File: src/rtl/crc_serial_capture.sv
// -----------------------------------------------------------------------------
// crc_serial_capture
//
// Collects the LSB-first serial CRC stream coming out of LFSR_CRC, packs it
// into CRC_WIDTH-bit words and queues them in a small FIFO. The FIFO head is
// presented on a valid/ready interface. Bursts that end before a full word
// produce a one-cycle RUNT pulse. A completed word that finds the FIFO full
// (and no pop that cycle) is dropped and sets the sticky OVERFLOW flag.
//
// Optional build macro: CRC_CAPTURE_CHECK_EN
//   When defined, EXP_CRC is compared against each completed word on the
//   cycle that samples its last bit. The result travels through the FIFO
//   with the word and is presented on MATCH.
//
// Ports:
//   CLK         clock, rising edge
//   RST         synchronous active-high reset
//   CRC_IN      serial CRC bit, LSB first
//   VALID_IN    qualifies CRC_IN
//   WORD_OUT    head-of-FIFO CRC word (holds last value when empty)
//   WORD_VALID  FIFO not empty
//   WORD_READY  consumer accepts WORD_OUT when WORD_VALID is high
//   RUNT        one-cycle pulse for a truncated burst
//   OVERFLOW    sticky, a completed word was dropped
//   BIT_CNT     bits collected in the current word
//   EXP_CRC     expected CRC (CRC_CAPTURE_CHECK_EN only)
//   MATCH       head word matched its EXP_CRC (CRC_CAPTURE_CHECK_EN only)
// -----------------------------------------------------------------------------
module crc_serial_capture #(
  parameter int CRC_WIDTH  = 8,
  parameter int FIFO_DEPTH = 2
) (
  input  logic                          CLK,
  input  logic                          RST,
  input  logic                          CRC_IN,
  input  logic                          VALID_IN,
  output logic [CRC_WIDTH-1:0]          WORD_OUT,
  output logic                          WORD_VALID,
  input  logic                          WORD_READY,
  output logic                          RUNT,
  output logic                          OVERFLOW,
  output logic [$clog2(CRC_WIDTH)-1:0]  BIT_CNT
`ifdef CRC_CAPTURE_CHECK_EN
  ,
  input  logic [CRC_WIDTH-1:0]          EXP_CRC,
  output logic                          MATCH
`endif
);

  localparam int CNT_W = $clog2(CRC_WIDTH);
  localparam int PTR_W = $clog2(FIFO_DEPTH);
`ifdef CRC_CAPTURE_CHECK_EN
  localparam int ENT_W = CRC_WIDTH + 1;  // match flag rides in the top bit
`else
  localparam int ENT_W = CRC_WIDTH;
`endif

  localparam logic [0:0]       S_IDLE   = 1'b0;
  localparam logic [0:0]       S_SHIFT  = 1'b1;
  localparam logic [CNT_W-1:0] LAST_BIT = CNT_W'(CRC_WIDTH - 1);

  // ---------------------------------------------------------------------------
  // Serial capture
  // ---------------------------------------------------------------------------
  logic [0:0]           r_state;
  logic [CNT_W-1:0]     r_cnt;
  logic [CRC_WIDTH-1:0] r_shift;
  logic                 r_runt;
  logic                 r_push;
  logic [ENT_W-1:0]     r_push_ent;

  logic                 w_last;
  logic [CRC_WIDTH-1:0] w_word;
  logic [ENT_W-1:0]     w_new_ent;

  assign w_last = (r_state == S_SHIFT) && VALID_IN && (r_cnt == LAST_BIT);
  // The last bit goes straight into the word rather than through r_shift.
  assign w_word = {CRC_IN, r_shift[CRC_WIDTH-2:0]};
`ifdef CRC_CAPTURE_CHECK_EN
  assign w_new_ent = {(w_word == EXP_CRC), w_word};
`else
  assign w_new_ent = w_word;
`endif

  // NOTE: state registers use non-blocking assignments so every flop samples
  // pre-edge values and the block order cannot change the result.
  always_ff @(posedge CLK) begin
    if (RST) begin
      r_state    <= S_IDLE;
      r_cnt      <= '0;
      r_shift    <= '0;
      r_runt     <= 1'b0;
      r_push     <= 1'b0;
      r_push_ent <= '0;
    end else begin
      r_runt <= 1'b0;
      r_push <= 1'b0;
      case (r_state)
        S_IDLE: begin
          if (VALID_IN) begin
            r_shift[0] <= CRC_IN;
            r_cnt      <= CNT_W'(1);
            r_state    <= S_SHIFT;
          end
        end
        S_SHIFT: begin
          if (VALID_IN) begin
            if (w_last) begin
              // Word complete; a bit on the next cycle starts a fresh word
              // from IDLE, so back-to-back words need no gap cycle.
              r_push     <= 1'b1;
              r_push_ent <= w_new_ent;
              r_cnt      <= '0;
              r_state    <= S_IDLE;
            end else begin
              r_shift[r_cnt] <= CRC_IN;
              r_cnt          <= r_cnt + CNT_W'(1);
            end
          end else begin
            // In SHIFT the count is always 1..CRC_WIDTH-1: a truncated burst.
            r_runt  <= 1'b1;
            r_cnt   <= '0;
            r_state <= S_IDLE;
          end
        end
        default: r_state <= S_IDLE;
      endcase
    end
  end

  // ---------------------------------------------------------------------------
  // FIFO. The push is taken from the registered capture stage, which gives
  // the one-cycle latency from last bit to WORD_VALID.
  // ---------------------------------------------------------------------------
  logic [ENT_W-1:0] r_mem [FIFO_DEPTH];
  logic [PTR_W-1:0] r_wr_ptr;
  logic [PTR_W-1:0] r_rd_ptr;
  logic [PTR_W:0]   r_count;
  logic [ENT_W-1:0] r_head;
  logic             r_ovf;

  logic             w_pop;
  logic             w_full;
  logic             w_wr;
  logic [PTR_W-1:0] w_rd_next;

  assign w_pop     = (r_count != '0) && WORD_READY;
  assign w_full    = (r_count == (PTR_W+1)'(FIFO_DEPTH));
  assign w_wr      = r_push && (!w_full || w_pop);
  assign w_rd_next = r_rd_ptr + PTR_W'(1);

  // NOTE: the storage array has no reset; pointers and count define which
  // entries are live, so clearing the data itself buys nothing.
  always_ff @(posedge CLK) begin
    if (w_wr) r_mem[r_wr_ptr] <= r_push_ent;
  end

  always_ff @(posedge CLK) begin
    if (RST) begin
      r_wr_ptr <= '0;
      r_rd_ptr <= '0;
      r_count  <= '0;
      r_head   <= '0;
      r_ovf    <= 1'b0;
    end else begin
      if (w_wr)  r_wr_ptr <= r_wr_ptr + PTR_W'(1);
      if (w_pop) r_rd_ptr <= w_rd_next;
      r_count <= r_count + (PTR_W+1)'(w_wr) - (PTR_W+1)'(w_pop);
      if (r_push && w_full && !w_pop) r_ovf <= 1'b1;

      // Registered head: tracks the entry at the read pointer and simply
      // holds when the FIFO drains, so WORD_OUT keeps its last value.
      if (w_pop) begin
        if (r_count >= (PTR_W+1)'(2)) r_head <= r_mem[w_rd_next];
        else if (w_wr)                r_head <= r_push_ent;
      end else if ((r_count == '0) && w_wr) begin
        r_head <= r_push_ent;
      end
    end
  end

  assign WORD_OUT   = r_head[CRC_WIDTH-1:0];
  assign WORD_VALID = (r_count != '0);
  assign RUNT       = r_runt;
  assign OVERFLOW   = r_ovf;
  assign BIT_CNT    = r_cnt;
`ifdef CRC_CAPTURE_CHECK_EN
  assign MATCH      = r_head[CRC_WIDTH];
`endif

endmodule

File: config.mk
export PLATFORM = sky130hd
export DESIGN_NAME = crc_serial_capture
export DESIGN_NICKNAME = d
export VERILOG_FILES = /design/src/rtl/crc_serial_capture.sv
export SDC_FILE = /design/constraint.sdc
export NUM_CORES = 1
export LEC_CHECK = 0
export CAP_MARGIN = 20
export CORE_MARGIN = 3
export CORE_UTILIZATION = 25
export CTS_CLUSTER_DIAMETER = 150
export CTS_CLUSTER_SIZE = 14
export DETAILED_ROUTE_END_ITERATION = 7
export PLACE_DENSITY = 0.43
export SYNTH_ARGS = -nofsm -noshare
export SYNTH_HDL_FRONTEND = slang
export SYNTH_SLANG_ARGS = --single-unit
File: constraint.sdc
create_clock -name CLK -period 3.8 [get_ports CLK]
set_input_delay 0.76 -clock CLK [delete_from_list [all_inputs] [get_ports CLK]]
set_output_delay 0.76 -clock CLK [all_outputs]
set_load 0.01 [all_outputs]
==> reports/qor.yml <==
initial_utilization_pct: 26.1
p_leak_nw: 0.905
post_dp_cell_area_um2: 2320
grt_max_degree: 20
die_h_um: 96.5
clk_latency_ns: 0.31
cts_htree_levels: 2
dp.cells: 293
place_hpwl_um: 2600
syn_inst: 180
syn-cell-area_um2: 2050
drive_above_1_share_pct: 12.6
finClkSkew_ns: 0.0191
arrival_ns: 1.52
yosysSeqAreaShare_pct: 56.7
dr_total_vias: 1296
cts_buffer_depth: 2
start_kind: "register"
synthTopCellsByArea: "dfxtp_1 (33%), edfxtp_1 (23%), mux2i_1 (7.8%)"
final_cell_count_no_fill: 301
setup_tns_ns: 0
synth_common_cells: "dfxtp_1 (34), nand2_1 (31), edfxtp_1 (16), mux2i_1 (16)"
path_clk_slew_ns: 0.11
grtUsageTotal_pct: 9.77
cap_violations: 0
wirelength_um: 3910
fp.dieW_um: 96.5
synth_edf_count: 16
overflow: 0
yosys_warnings: 0
setup-violations-final: 0
ir_worst_vdd_v: 0.000139
status: "completed"
cts_resized: 0
period_share_pct: 59.9
cp_max_fo: 10
slew-limit-headroom_pct: 68.8
finalMaxSlewViolations: 0
timing.fmax_mhz: 439
first_pass_iters: 3
gp_congestion: 0.708
critPathKind: "register to primary output"
io_buffer_count: 18
dp_slack_ns: 1.36
via_per_inst: 4.31
yosys.area.top_type: "dfxtp_1"
wl_per_cell_um: 13.0
worstMarginPinSlew_ns: 0.467
hold_path.class: "register to register"
async_flop_share_pct: 0
syn2layout_area_growth_pct: 17.5
fillers: 843
drcViolationCount: 0
final_area_um2: 2410
cts.sinks: 50
multi_input_area_um2: 825
grt_antenna_before_repair: 0
synth_ff_type: "dfxtp_1"
worst_setup_path_end_kind: "primary output"
rsz0062_at_grt: "no"
nets: 206
worst_ep_required_time_ns: 3.04
netlist.area_leader.share_pct: 33.2
avgSynthCellArea_um2: 11.4
grt_first_pass_wirelength_um: 6820
ys_types: 36
numCtsBuffers: 5
boundaryPins: 19
rows: 32
grt_pass1_vias: 1330
hold_buffers: 0
syn_nets: 188
drtIter0Drc: 53
synth_most_common_cell: "dfxtp_1"
postCtsSetupRepairBufs: 0
regArea_um2: 1160
postLayoutCoreUtil_pct: 30.7
p_per_area_nw_per_um2: 374
die_area_um2: 9320
fin_crit_ns: 2.28
ant_nets: 0
hold_viol_final: 0
ys_seq_elements: 50
insertedDiodeCount: 0
cts_tree: "done"
core_um2: 7850
cts_root_buf: "clkbuf_8"
setup_slack_ns: 1.52
==> power breakdown <==
group / total, W / internal [W] / leakage [nW] / switching [W]
clock: 0.000321 / 0.000132 / 0.0408 / 0.000189
combinational: 0.0000270 / 0.0000117 / 0.441 / 0.0000152
sequential: 0.000553 / 0.000550 / 0.423 / 0.00000356
==> cells in the final DEF (no fill, tap or decap), types with 2 or more instances in the layout <==
cell	n
clkdlybuf4s50_1	18
o21ai_0	3
dfxtp_1	34
inv_1	2
ha_1	3
mux2i_1	16
nor2_1	8
clkbuf_8	5
nor2b_1	4
o2bb2ai_1	8
clkinvlp_4	2
a22oi_1	2
edfxtp_1	16
nand3_1	3
a21oi_1	9
and3_1	3
mux2_2	9
buf_4	2
and3b_1	2
nor3b_1	2
nand2_1	31
==> layout make-up <==
class / count / area share, %
flip-flops and latches: 50 / 48.2
multi-input cells: 119 / 34.2
repair buffers: 20 / 8.10
well taps: 102 / 5.30
clock buffers: 5 / 2.86
clock inverters: 3 / 0.987
inverters: 2 / 0.312
==> metrics by stage <==
stage	hold slack (ns)	total power, W
after floorplan	0.432	0.000583
after global placement	0.441	0.000593
after detailed placement	0.449	0.000593
after CTS	0.448	0.000912
after global routing	0.448	0.000950
final	0.438	0.000901
==> final timing paths <==
path	slack, ns	cells past startpoint	end	startpoint
max	1.52	2	WORD_VALID	r_count[1]
min	0.44	2	r_push_ent[3]	r_shift[3]
max reg2reg	2.17	5	r_push_ent[4]	BIT_CNT[1]
min reg2reg	0.44	2	r_push_ent[3]	r_shift[3]
==> kinds of logic after synthesis <==
kind of cell               after synthesis  share of synthesized area, %
and+or+nand+nor                         60                          14.5
xor gates and xnor gates                 1                         0.427
muxes                                   25                          12.8
buffers and inverters                   11                          3.11
adders and majority gates                3                          1.83
DFF                                     50                          56.7
AOI/OAI and AO/OA                       30                          10.7
==> sequential cells by signal (all words and copies together), names as in the netlist, 2 cells and up <==
name,flops
BIT_CNT,3
WORD_OUT,8
r_count,2
r_mem,16
r_push_ent,8
r_shift,7
==> routing by layer <==
layer / routed length, um / vias to the layer above / track usage, %
li1: - / 674 / -
met1: 2170 / 600 / 14.0
met2: 1540 / 18 / 13.4
met3: 153 / 4 / 3.41
met4: 43 / 0 / 3.50
met5: 0 / - / 0
==> critical path, stage by stage, from the launching register on <==
cell and delay (ns):
dfxtp_1 0.41, or2_2 0.32, clkdlybuf4s50_1 0.48
Power figures use the tool's default switching activity.
